$ cat src/rtl/imem_loader.sv
`default_nettype none
// ============================================================================
//  Module   : imem_loader
//  Purpose  : Byte-serial instruction loader plus small instruction memory.
//             Bytes arriving in LOAD mode are packed little-endian into 32-bit
//             words and written at an auto-incrementing pointer. In RUN mode
//             the CPU fetches registered words addressed by its PC.
//  Ports    : clk, rst            - clock, synchronous active-high reset
//             load_en             - 1 requests LOAD, 0 requests RUN
//             byte_in/byte_valid  - instruction byte stream
//             fetch_addr          - CPU byte address
//             instr_out           - registered fetched word (NOP on miss)
//             fetch_misalign      - registered, fetch_addr[1:0] != 0
//             loaded_words, full  - complete words in this load / memory full
//             overflow            - sticky, a byte was dropped while full
//             partial_err         - sticky, load ended mid-word
//             load_done           - one-cycle pulse on LOAD->RUN
//             checksum            - XOR of loaded words (IMEM_CHECKSUM_EN)
//  Options  : define IMEM_CHECKSUM_EN to build the running XOR checksum;
//             otherwise checksum is tied to zero.
//  Revision : 1.0 - initial release
// ============================================================================
module imem_loader #(
  parameter int          DEPTH    = 16,
  parameter int          ADDR_W   = 4,
  parameter logic [31:0] NOP_WORD = 32'h0000_0013
) (
  input  logic              clk,
  input  logic              rst,
  input  logic              load_en,
  input  logic [7:0]        byte_in,
  input  logic              byte_valid,
  input  logic [31:0]       fetch_addr,
  output logic [31:0]       instr_out,
  output logic              fetch_misalign,
  output logic [ADDR_W:0]   loaded_words,
  output logic              full,
  output logic              overflow,
  output logic              partial_err,
  output logic              load_done,
  output logic [31:0]       checksum
);

  typedef enum logic [1:0] {
    ST_IDLE = 2'd0,
    ST_LOAD = 2'd1,
    ST_RUN  = 2'd2
  } state_t;

  localparam logic [ADDR_W:0] c_DEPTH = (ADDR_W+1)'(DEPTH);

  state_t            r_state;
  state_t            w_state_next;
  logic [1:0]        r_byte_idx;
  logic [23:0]       r_asm;        // lanes 0..2; lane 3 comes straight from byte_in
  logic [ADDR_W:0]   r_wr_ptr;     // one extra bit so it can reach DEPTH
  logic [31:0]       r_mem [DEPTH];

  logic              w_load_entry;
  logic              w_load_exit;
  logic              w_byte_in_load;
  logic              w_accept;
  logic              w_drop;
  logic              w_word_done;
  logic [31:0]       w_word;
  logic              w_fetch_hit;
  logic [ADDR_W-1:0] w_fetch_idx;

  // --------------------------------------------------------------------------
  // FSM: state register
  // --------------------------------------------------------------------------
  always_ff @(posedge clk) begin
    if (rst) r_state <= ST_IDLE;
    else     r_state <= w_state_next;
  end

  // --------------------------------------------------------------------------
  // FSM: next state and control strobes
  // --------------------------------------------------------------------------
  always_comb begin
    w_state_next   = r_state;
    w_load_entry   = 1'b0;
    w_load_exit    = 1'b0;
    w_byte_in_load = 1'b0;
    case (r_state)
      ST_IDLE, ST_RUN: begin
        if (load_en) begin
          w_state_next = ST_LOAD;
          w_load_entry = 1'b1;
        end
      end
      ST_LOAD: begin
        if (!load_en) begin
          // Leaving LOAD takes priority over any byte offered that cycle.
          w_state_next = ST_RUN;
          w_load_exit  = 1'b1;
        end else begin
          w_byte_in_load = byte_valid;
        end
      end
      default: w_state_next = ST_IDLE;
    endcase
  end

  assign full         = (r_wr_ptr == c_DEPTH);
  assign loaded_words = r_wr_ptr;
  assign w_accept     = w_byte_in_load && !full;
  assign w_drop       = w_byte_in_load && full;
  assign w_word_done  = w_accept && (r_byte_idx == 2'd3) && !rst;
  assign w_word       = {byte_in, r_asm};

  // --------------------------------------------------------------------------
  // Byte assembly, write pointer and status flags
  // --------------------------------------------------------------------------
  always_ff @(posedge clk) begin
    if (rst) begin
      r_byte_idx  <= 2'd0;
      r_asm       <= 24'd0;
      r_wr_ptr    <= '0;
      overflow    <= 1'b0;
      partial_err <= 1'b0;
      load_done   <= 1'b0;
    end else begin
      load_done <= w_load_exit;
      if (w_load_entry) begin
        r_byte_idx  <= 2'd0;
        r_wr_ptr    <= '0;
        overflow    <= 1'b0;
        partial_err <= 1'b0;
      end else if (w_load_exit) begin
        if (r_byte_idx != 2'd0) partial_err <= 1'b1;
        r_byte_idx <= 2'd0;
      end else if (w_accept) begin
        case (r_byte_idx)
          2'd0:    r_asm[7:0]   <= byte_in;
          2'd1:    r_asm[15:8]  <= byte_in;
          2'd2:    r_asm[23:16] <= byte_in;
          default: r_asm        <= r_asm;
        endcase
        r_byte_idx <= r_byte_idx + 2'd1;
        if (r_byte_idx == 2'd3) r_wr_ptr <= r_wr_ptr + 1'b1;
      end else if (w_drop) begin
        overflow <= 1'b1;
      end
    end
  end

  // Memory array carries no reset; loaded_words gates what is reachable.
  always_ff @(posedge clk) begin
    if (w_word_done) r_mem[r_wr_ptr[ADDR_W-1:0]] <= w_word;
  end

  // --------------------------------------------------------------------------
  // Fetch port: one-cycle latency, NOP for anything not loaded and aligned
  // --------------------------------------------------------------------------
  assign w_fetch_idx = fetch_addr[ADDR_W+1:2];
  assign w_fetch_hit = (r_state == ST_RUN)
                    && (fetch_addr[1:0] == 2'b00)
                    && (fetch_addr[31:ADDR_W+2] == '0)
                    && ({1'b0, w_fetch_idx} < r_wr_ptr);

  always_ff @(posedge clk) begin
    if (rst) begin
      instr_out      <= NOP_WORD;
      fetch_misalign <= 1'b0;
    end else begin
      instr_out      <= w_fetch_hit ? r_mem[w_fetch_idx] : NOP_WORD;
      fetch_misalign <= (fetch_addr[1:0] != 2'b00);
    end
  end

  // --------------------------------------------------------------------------
  // Optional running checksum of words written in the current load
  // --------------------------------------------------------------------------
`ifdef IMEM_CHECKSUM_EN
  logic [31:0] r_checksum;
  always_ff @(posedge clk) begin
    if (rst)              r_checksum <= 32'h0;
    else if (w_load_entry) r_checksum <= 32'h0;
    else if (w_word_done)  r_checksum <= r_checksum ^ w_word;
  end
  assign checksum = r_checksum;
`else
  assign checksum = 32'h0;
`endif

endmodule
`default_nettype wire
$ cat config.mk
export PLATFORM = sky130hd
export DESIGN_NAME = imem_loader
export DESIGN_NICKNAME = d
export VERILOG_FILES = /design/src/rtl/imem_loader.sv
export SDC_FILE = /design/constraint.sdc
export NUM_CORES = 1
export LEC_CHECK = 0
export ABC_AREA = 0
export BUFFER_PORTS_ARGS = -buffer_cell sky130_fd_sc_hd__buf_2
export CORE_MARGIN = 3
export CORE_UTILIZATION = 65
export DETAILED_ROUTE_END_ITERATION = 6
export GPL_TIMING_DRIVEN = 0
export PLACE_DENSITY = 0.84
export SYNTH_ARGS = -nofsm -noshare
export SYNTH_HDL_FRONTEND = slang
export SYNTH_SLANG_ARGS = --single-unit
$ cat constraint.sdc
create_clock -name clk -period 14.21 [get_ports clk]
set_clock_uncertainty 0.05 [all_clocks]
set_input_delay 2.842 -clock clk [delete_from_list [all_inputs] [get_ports clk]]
set_output_delay 2.842 -clock clk [all_outputs]
set_load 0.02 [all_outputs]
# [Yosys cells after proc, flatten, opt, wreduce, memory -nomap -nowiden]
# Memories as Yosys holds them, arrays and structs flattened. A register that Yosys moved wholly into a read port is not among the register bits.
# Cells that the tools add are included.
[classes] addsub=2 magnitude_cmp=1 n_eq_ne=8 muxes=11 n_bitwise=4 n_reduce_logical=26
[ops] cell="26-bit zero test" count=1
[ops] cell="4-bit AND reduction" count=3
[ops] cell="1-bit two-way mux" count=8
[ops] cell="1-bit logical AND" count=7
[ops] cell="2-bit == test (second input constant)" count=3
[ops] cell="2-bit zero test" count=3
[ops] cell="3-bit AND reduction" count=2
[ops] cell="2-bit OR reduction" count=3
[ops] cell="5-bit by 1-bit adder with 5-bit output (second input constant)" count=1
[ops] cell="5-bit == test (second input constant)" count=1
[ops] cell="4-bit by 5-bit less-than comparator with 1-bit output" count=1
[ops] cell="2-bit by 1-bit == test with 1-bit output (second input constant)" count=2
[ops] cell="2-bit two-way mux" count=2
[ops] cell="2-bit inequality test (second input constant)" count=2
[ops] cell="1-bit NOT" count=4
[ops] cell="2-bit one-hot mux with 2 select lines" count=1
[ops] cell="2-bit AND reduction" count=2
[ops] cell="2-bit nonzero test" count=2
[ops] cell="3-bit OR reduction" count=1
[ops] cell="2-bit by 1-bit adder with 2-bit output (second input constant)" count=1
[ops] cell="1-bit zero test" count=2
[totals] reg_bits=37 ramBits=512 input_bits=44 output_inout_bits=74 word_cells=63 mem_count=1
[mem_list] memory="r_mem" words=16 width=32 read_ports=1 rd_ports_with_merged_regs=1 wr=1 line_no="57" rtl="logic [31:0] r_mem [DEPTH];"

# [Longest topological paths before layout]
[logic_depth] ltp_word=7 ltp_mapped=9 depth_no_buf=6

# [Worst setup path after synthesis]
# No wires, ideal clock.
[synth_timing] kind="input port to flip-flop" start="in byte_valid" end="mem r_mem[3][0] (enable)" arrival_time_ns=5.973 t_required_ns=13.699 slack_ns=7.726 cell_stages=6 n_path_buf=2 cell_sequence="and4b_1 > clkbuf_1 > and2_1 > buf_2 > nand4b_1 > nor3_1"
[synth_between] elab_chain_cells=7
[synth_lines] item="start: declaration" line_no="32" rtl="input logic byte_valid,"
[synth_lines] item="1-bit two-way mux" line_no="93" rtl="if (!load_en) begin"
[synth_lines] item="1-bit two-way mux" line_no="85" rtl="case (r_state)"
[synth_lines] item="1-bit logical AND" line_no="107" rtl="assign w_accept = w_byte_in_load && !full;"
[synth_lines] item="1-bit logical AND (2 in series)" line_no="109" rtl="assign w_word_done = w_accept && (r_byte_idx == 2'd3) && !rst;"
[synth_lines] item="1-bit two-way mux" line_no="150" rtl="if (w_word_done) r_mem[r_wr_ptr[ADDR_W-1:0]] <= w_word;"
[synth_lines] item="1-bit two-way mux (not written as such)" line_no="150"
[synth_lines] item="end: declaration" line_no="57"
# No other way between the ends.

# [Final worst setup path]
[layout_timing] start="in load_en" end="mem r_mem[3][30] (enable)"
[layout_between] elab_chain_cells=7
[layout_lines] item="start: declaration" line_no="30" rtl="input logic load_en,"
[layout_lines] item="1-bit two-way mux" line_no="93"
[layout_lines] item="1-bit two-way mux" line_no="85"
[layout_lines] item="1-bit logical AND" line_no="107"
[layout_lines] item="1-bit logical AND (2 in series)" line_no="109"
[layout_lines] item="1-bit two-way mux" line_no="150"
[layout_lines] item="1-bit two-way mux (not written as such)" line_no="150"
# No other way between the ends.

==> run summary <==
Failing checks: DRC
Startpoint types: primary input
P per Cell Area: 136 nW/um2
Cell family with most CP delay: simple AND/OR/NAND/NOR gates
Total design power: 3.50 mW
Final period util: 39.1%
Fin Setup TNS: 0 ns
Register area: 16800 um2
CP most frequent cell: buf_2
DP Worst Slack: 8.39 ns
Synth Register Bits: 581
Post-synth EDFFs: 512
Fmax: 180 MHz
Commonest non-fill, non-tap cells in the layout: edfxtp_1 (512), mux4_2 (128), buf_2 (104)
Starting DRC count in detailed routing: 1860
Unique masters post-synth: 37
Leakage power: 8.36 nW
Initial antenna violation count: 3
Nets@finish: 1372
Cells after synthesis: 1122
Data required, critical path: 14.44 ns
Critical Path Source: load_en
Worst slew pin tran: 1.09 ns
Largest net degree at the start of global routing: 24
CTS tree: done
Critical path buffers and inverters: 4
WL per Instance: 31.2 um
Clock transition at path regs: 0.06 ns
Layout area overhead: 15.8%
Yosys warns: 0
Chip width: 191 um
Post-placement cell count: 1703
Setup bufs post-CTS: 0
Cell chain of the critical path: buf_2 > and4b_1 > clkbuf_1 > and2_1 > buf_2 > nand4b_1 > nor3_2 > buf_6
Post-synthesis sequential area ratio: 75.7%
Ys flop type: edfxtp_1
Number of routed nets with antenna violations: 0
Setup ws final: 8.66 ns
Setup CP Type: in -> reg
Crit end category: flip-flop
Post-CTS resize count: 0
Number of buffers created by CTS: 54
Fin crit period: 5.55 ns
Avg Vias per Cell: 6.90
Worst Path Max Fanout: 10
Buffers on Ports: 84
Clk_lat worst skew: 0.59 ns
Fillers: 1587
Synth async-reset ratio: 0%
Die area: 36300 um2
Starting Density: 67.0%
Slew headroom: 27.1%
Max-slew violation count: 0
Hold Buf Count CTS: 0
DP HPWL: 32.4 mm
H-tree depth: 2
Fraction of layout cells with a size suffix above 1: 29.6%
Placement row count: 66
Worst path max stage delay: 0.97 ns
Vias in the first global route: 13.0k
Cell Area, Synth: 22100 um2
Tot GR Track Use: 31.9%
First-pass GRT wire length: 83.3 mm
Max_cap viols: 0
Die height: 191 um
DRT Pass-1 Iters: 7
Unrepaired setup endpoints after global routing: no
Grt ovf: 0
Hold_sp: overflow
Most common cell after layout, fill and taps aside: edfxtp_1
Hold crit path type: reg -> reg
Status: finished, violations left
Maximum vdd ir drop: 0.000108 V
Final hold viol count: 0
Clk root buf: clkbuf_16
Syn Area/Cell: 19.7 um2
Non-filler cells in the finished layout: 1806
Worst R2R Start: loaded_words[0]
Clock buffer depth: 3
Placer congestion estimate: 0.800
# IOs: 118
Vias: 12.5k
Final setup viols: 0
Multi-input logic area: 5020 um2
Core area: 33000 um2
Final wirelength: 56.3 mm
Post-route DRC: 1
Sink Count: 581
Slowest cell on crit path: nor3_2
Crit path DAT: 5.78 ns
-- layer usage --
| layer | part of all wire [%] | GRT usage [%] |
|---|---|---|
| met1 | 34 | 41.8 |
| met5 | 0.059 | 0 |
| met3 | 12 | 8.55 |
| met4 | 5.6 | 15.5 |
| met2 | 48 | 50.8 |
-- final timing paths --
check,slack (ns),end,cells past startpoint
setup / recovery,8.66,r_mem[3][30],8
hold / removal,0.43,overflow,2
setup reg to reg,10.16,r_mem[3][30],9
hold reg to reg,0.43,overflow,2
-- registers in the layout (all words and copies together), names as in the netlist --
signal and count:
load_done 1, r_asm 24, r_mem 512, r_state 2, partial_err 1, r_byte_idx 2
instr_out 32, fetch_misalign 1, loaded_words 5, overflow 1
-- where the power goes --
group / internal [mW] / leakage (nW) / switching [mW] / total [mW]
registers: 1.84 / 5.05 / 0.00300 / 1.84
logic: 0.0494 / 2.37 / 0.0803 / 0.130
clock network: 0.908 / 0.936 / 0.619 / 1.53
-- Yosys cell counts, types with 5 or more instances --
library cell / count / area (um2)
edfxtp_1: 512 / 15400
mux4_2: 128 / 2880
dfxtp_1: 69 / 1380
a22o_1: 58 / 508
nor2_1: 52 / 195
buf_4: 38 / 285
nand3_1: 37 / 185
nand2_1: 35 / 131
a21oi_1: 31 / 155
clkbuf_1: 29 / 109
a211oi_1: 27 / 203
buf_2: 20 / 100
ha_1: 11 / 138
buf_1: 10 / 37.5
inv_1: 8 / 30.0
nor3_1: 8 / 40.0
nor2b_1: 6 / 37.5
nor4_1: 5 / 31.3
-- logic make-up after synthesis --
kind of cell,Yosys count,share of synthesized area [%]
AOI/OAI and AO/OA,129,4.41
xor gates and xnor gates,4,0.158
adders and majority gates,11,0.622
buffers and inverters,108,2.69
DFF,581,75.7
muxes,128,13.0
other,1,0.0169
and+or+nand+nor,160,3.41
-- through the flow --
stage                     cell area [um2]  util [%]  hold slack [ns]
after floorplan                     22300         -            0.447
after global placement              23200      70.3            0.409
after detailed placement            23700      71.9            0.418
after CTS                           25600      77.6            0.432
after global routing                25600      77.6            0.464
final                               25700      77.7            0.428
-- area by class of cell --
class | instances | area share (%)
diodes | 1 | 0.00976
plain buffers | 100 | 2.20
clock buffers | 80 | 6.41
clock inverters | 22 | 0.995
inverters | 8 | 0.117
multi-input cells | 464 | 19.6
flip-flops and latches | 581 | 65.3
well taps | 442 | 2.16
repair buffers | 108 | 3.22
-- worst register-to-register path, stage by stage (launching register included) --
cell       delay (ns)
dfxtp_1          0.53
inv_1            0.17
ha_1             0.27
nand4bb_1        0.10
clkbuf_1         0.42
and2_1           0.22
buf_2            0.29
nand4b_1         0.44
nor3_2           0.97
buf_6            0.28
Power figures use the tool's default switching activity.
